File: src/rtl/pwm_capture_pkg.sv
// pwm_capture_pkg: shared PWM link defaults and capture FSM state encodings.
package pwm_capture_pkg;
  localparam int DUTY_W_DEF = 10;
  localparam int CNT_W_DEF = 12;
  localparam int NOMINAL_PERIOD_DEF = 1024;
  localparam int TIMEOUT_DEF = 2048;
  localparam int SYNC_STAGES_DEF = 2;
  localparam logic [1:0] ST_WAIT_RISE = 2'd0;
  localparam logic [1:0] ST_HIGH = 2'd1;
  localparam logic [1:0] ST_LOW = 2'd2;
endpackage

File: src/rtl/pwm_capture_sync_edge.sv
// pwm_capture_sync_edge: synchronizer chain plus delay flop yielding level and edge pulses.
module pwm_capture_sync_edge #(
  parameter int STAGES = 2
) (
  input  logic clk,
  input  logic rst_n,
  input  logic pwm_i,
  output logic level_o,
  output logic rise_o,
  output logic fall_o
);
  logic [STAGES-1:0] sync_q;
  logic dly_q;
  always_ff @(posedge clk or negedge rst_n) begin
    if (!rst_n) begin
      sync_q <= '0;
      dly_q <= 1'b0;
    end else begin
      sync_q <= {sync_q[STAGES-2:0], pwm_i};
      dly_q <= sync_q[STAGES-1];
    end
  end
  assign level_o = sync_q[STAGES-1];
  assign rise_o = level_o & ~dly_q;
  assign fall_o = ~level_o & dly_q;
endmodule

File: src/rtl/pwm_capture.sv
// pwm_capture: measures PWM high time and period in clocks, publishing duty/period with stuck detection.
module pwm_capture
  import pwm_capture_pkg::*;
#(
  parameter int DUTY_W = DUTY_W_DEF,
  parameter int CNT_W = CNT_W_DEF,
  parameter int NOMINAL_PERIOD = NOMINAL_PERIOD_DEF,
  parameter int TIMEOUT = TIMEOUT_DEF,
  parameter int SYNC_STAGES = SYNC_STAGES_DEF
) (
  input  logic              clk,
  input  logic              rst_n,
  input  logic              pwm_in,
  output logic [DUTY_W-1:0] duty_cycle,
  output logic [CNT_W-1:0]  period,
  output logic              duty_valid,
  output logic              period_err,
  output logic              stuck
);
  localparam logic [CNT_W-1:0] TO = CNT_W'(TIMEOUT);
  localparam logic [CNT_W-1:0] NOM = CNT_W'(NOMINAL_PERIOD);
  localparam logic [CNT_W-1:0] DUTY_MAX = {{(CNT_W-DUTY_W){1'b0}}, {DUTY_W{1'b1}}};
  logic level, rise, fall, timeout;
  logic [1:0] st_q, st_d;
  logic [CNT_W-1:0] cnt_q, cnt_d, high_q, high_d, period_q, period_d;
  logic [DUTY_W-1:0] duty_q, duty_d;
  logic valid_q, valid_d, err_q, err_d, stuck_q, stuck_d;
  pwm_capture_sync_edge #(.STAGES(SYNC_STAGES)) u_sync (
    .clk(clk), .rst_n(rst_n), .pwm_i(pwm_in),
    .level_o(level), .rise_o(rise), .fall_o(fall)
  );
  // an edge in the same cycle as the timeout count suppresses the timeout
  assign timeout = (cnt_q == TO) && !rise && !fall;
  always_comb begin
    cnt_d = rise ? CNT_W'(1) : timeout ? '0 : &cnt_q ? cnt_q : cnt_q + 1'b1;
    st_d = st_q;
    high_d = high_q;
    period_d = period_q;
    duty_d = duty_q;
    err_d = err_q;
    stuck_d = stuck_q;
    valid_d = 1'b0;
    if (timeout) begin
      st_d = ST_WAIT_RISE;
      duty_d = level ? '1 : '0;
      period_d = '0;
      err_d = 1'b1;
      stuck_d = 1'b1;
      valid_d = 1'b1;
    end else if (st_q == ST_HIGH) begin
      st_d = fall ? ST_LOW : ST_HIGH;
      high_d = fall ? cnt_q : high_q;
    end else if (st_q == ST_LOW) begin
      if (rise) begin
        st_d = ST_HIGH;
        period_d = cnt_q;
        duty_d = high_q > DUTY_MAX ? '1 : high_q[DUTY_W-1:0];
        err_d = cnt_q != NOM;
        stuck_d = 1'b0;
        valid_d = 1'b1;
      end
    end else begin
      st_d = rise ? ST_HIGH : ST_WAIT_RISE;
    end
  end
  always_ff @(posedge clk or negedge rst_n) begin
    if (!rst_n) begin
      st_q <= ST_WAIT_RISE;
      cnt_q <= '0;
      high_q <= '0;
      period_q <= '0;
      duty_q <= '0;
      valid_q <= 1'b0;
      err_q <= 1'b0;
      stuck_q <= 1'b0;
    end else begin
      st_q <= st_d;
      cnt_q <= cnt_d;
      high_q <= high_d;
      period_q <= period_d;
      duty_q <= duty_d;
      valid_q <= valid_d;
      err_q <= err_d;
      stuck_q <= stuck_d;
    end
  end
  assign duty_cycle = duty_q;
  assign period = period_q;
  assign duty_valid = valid_q;
  assign period_err = err_q;
  assign stuck = stuck_q;
endmodule
File: config.mk
export PLATFORM = sky130hd
export DESIGN_NAME = pwm_capture
export DESIGN_NICKNAME = d
export VERILOG_FILES = /design/src/rtl/pwm_capture_pkg.sv /design/src/rtl/pwm_capture_sync_edge.sv /design/src/rtl/pwm_capture.sv
export SDC_FILE = /design/constraint.sdc
export NUM_CORES = 1
export LEC_CHECK = 0
export ABC_AREA = 1
export CAP_MARGIN = 40
export CORE_MARGIN = 2
export CORE_UTILIZATION = 60
export DETAILED_ROUTE_END_ITERATION = 8
export PLACE_DENSITY = 0.88
export SLEW_MARGIN = 10
export SYNTH_ARGS = -nofsm -noshare
export SYNTH_HDL_FRONTEND = slang
export SYNTH_SLANG_ARGS = --single-unit
File: constraint.sdc
create_clock -name clk -period 3.2 [get_ports clk]
set_input_delay 0.64 -clock clk [delete_from_list [all_inputs] [get_ports clk]]
set_output_delay 0.64 -clock clk [all_outputs]
set_load 0.005 [all_outputs]
==> run summary <==
Starting DRT DRC Count -> 142
Simple-Gate Fraction of Synth Area -> 29.0%
Crit share post-route -> 67.3%
Chip Height -> 68.8 µm
Critical path fanouts, max -> 29
Nets -> 329
Routed Antenna Nets -> 0
Hold_ws -> 0.279 ns
Worst hold-check path type -> input port to asynchronous set/reset pin
Top cell type by total area after synthesis -> dfrtp_1
Initial core utilization -> 62.5%
Clock tree buffer depth -> 2
Top cells by area, synth -> dfrtp_1, nand2_1, o21ai_0, nand3_1, inv_1
Number of diodes -> 0
Post-synth top flop -> dfrtp_1
Post-CTS setup buffer count -> 0
Fillers -> 318
I/O pin count -> 28
Share of cells above drive strength 1 -> 8.62%
Hold-fix buffers at CTS -> 0
Worst-skew pair later-pin latency -> 0.32 ns
Reg2reg end -> cnt_q[10]
Port Buffers -> 27
Syn Std Cell Area -> 0.00252 mm²
CTS Sinks -> 54
Core area -> 0.00403 mm²
Htree depth -> 2
Cells after synthesis -> 301
Cts repair resizes -> 0
Worst setup EP type -> flip-flop
Largest net degree at the start of global routing -> 37
Worst EP required -> 3.40 ns
Post-synth ARST share -> 100%
Crit path arrival time -> 2.36 ns
Max Clk Rate -> 0.464 GHz
Post-synthesis mux area share -> 0%
XOR/XNOR share of the synthesized area -> 0%
Post-Route Setup TNS -> 0 ns
Max-slew headroom -> 48.5%
Worst slew pin tran -> 0.770 ns
Vias per inst -> 5.48
Number of warnings issued by yosys -> 0
Final setup viols -> 0
Area Growth Syn to Fin -> 14.2%
Combinational share of power -> 22.8%
Worst reg-to-reg path cell count -> 9
Routability cong. -> 0.976
CP Launch Type -> flip-flop
Reg2reg setup slack -> 1.05 ns
Dpl hpwl -> 3.99 mm
Unique masters post-synth -> 19
Max Cap Violations -> 0
Max VDD drop -> 0.000347 V
Initial antenna violation count -> 0
Global-route wire length before repair -> 9.00 mm
Sequential power share -> 50.9%
Status -> finished clean
RSZ-0062 raised after global routing -> no
Vias in the first global route -> 1893
Compound-gate portion of the synthesized area -> 7.94%
DRC viols -> 0
Routed vias -> 2054
Sw Ratio -> 30.4%
Clock slew at reported path FFs -> 0.10 ns
P_int -> 1220 µW
Pleak -> 0.00144 µW
Sw power -> 532 µW
Max-slew violations -> 0
GRT Residual Overflow -> 0
R2R Path Start -> cnt_q[0]
Register area share after synthesis -> 53.6%
Clock Skew -> 0.0123 ns
Main combinational cell family by area after synthesis -> simple AND/OR/NAND/NOR gates
Final min period -> 2.15 ns
# rows -> 23
Syn nets -> 306
Detailed Route WL -> 5.43 mm
Power Dens Cells -> 608 mW/mm²
Synth Area in Adders -> 0.993%
Commonest cells in the netlist -> nand2_1, dfrtp_1, o21ai_0, nand3_1, inv_1
EDFF count, synth -> 0
CTS root buffer -> clkbuf_8
CTS Buf Count -> 5
Final Hold Vio Count -> 0
Kind of critical path -> flip-flop to flip-flop
Routed len/inst -> 14.5 µm
CP Launch Point -> cnt_q[0]
All-layer global routing usage -> 26.6%
Die W -> 68.8 µm
Count leader, synth -> nand2_1
Die area -> 0.00473 mm²
Syn avg cell area -> 8.37 µm²
Register bit count reported by yosys -> 54
Clock power share -> 26.3%
Drt pass-1 iters -> 5
Top cell type's share of synthesized area -> 53.6%
CTS tree -> built
-- power groups by stage --
stage                     Sequential [µW]  Combinational, µW  Clock [µW]
final                                 891                400         460
after global routing                  906                455         496
after CTS                             890                403         462
after detailed placement              904                400           0
after global placement                895                382           0
after floorplan                       875                241           0
-- final cells by class --
| class | instances | area [µm²] | share of cell area (%) |
|---|---|---|---|
| sequential | 54 | 1350 | 47.0 |
| multi-input combinational | 202 | 957 | 33.3 |
| timing repair buffer | 28 | 273 | 9.48 |
| inverter | 33 | 124 | 4.30 |
| clock buffer | 6 | 72.6 | 2.52 |
| tap | 50 | 62.6 | 2.17 |
| clock inverter | 2 | 37.5 | 1.30 |
-- cells in the final DEF, fill, tap and decap left out, drive strengths merged --
cell,synthesis,layout
ha,2,2
a21oi,2,2
o21ai,38,38
buf,6,2
bufinv,0,1
inv,33,33
nand4,7,7
nand2,86,86
or2,2,2
clkbuf,6,6
nand3,41,41
clkinvlp,0,1
dfrtp,54,54
nor2,24,24
clkdlybuf4s50,0,26
-- sequential cells by signal (all words and copies together), names as in the netlist, 2 cells and up --
signal and cells:
period 12, st_q 2, high_q 12, u_sync.sync_q 2, cnt_q 12, duty_cycle 10
-- worst max-delay path by stage --
stage	to	slack [ns]
6_report	cnt_q[10]	1.05
5_1_grt	cnt_q[5]	0.86
4_1_cts	cnt_q[10]	1.03
3_5_place_dp	cnt_q[10]	1.09
3_3_place_gp	cnt_q[5]	1.13
2_1_floorplan	duty_cycle[7]	1.71
-- cell families (layout without fill, tap and decap cells) --
logic type      Yosys count  in the layout
buf+inv                  45             69
fa+ha+maj                 2              2
simple gates            160            160
flops                    54             54
compound gates           40             40
-- metal layers --
metal | vias up | global-route usage, % | routed length [µm]
li1 | 1006 | - | -
met1 | 970 | 34.4 | 2280
met2 | 67 | 43.0 | 2770
met3 | 11 | 4.87 | 256
met4 | 0 | 13.2 | 121
met5 | - | 0 | 0
-- critical path, cell delays in order, from the launching register on --
cell and delay [ns]:
dfrtp_1 0.40, inv_1 0.14, ha_1 0.17, nand3_1 0.11, nor2_2 0.23, nand2_2 0.39, nand2_2 0.33, inv_1 0.09
nand2_1 0.11, nand2_1 0.06
-- stage by stage --
step	util, %	area (µm²)	setup WS [ns]	cells	total power, µW
2_1_floorplan	-	2520	1.71	301	1120
3_3_place_gp	68.7	2770	1.13	367	1280
3_5_place_dp	68.7	2770	1.09	367	1300
4_1_cts	71.4	2880	1.03	375	1760
5_1_grt	71.4	2880	0.862	375	1860
6_report	71.4	2880	1.05	375	1750
Note: power is estimated with default switching activity, not from simulation.
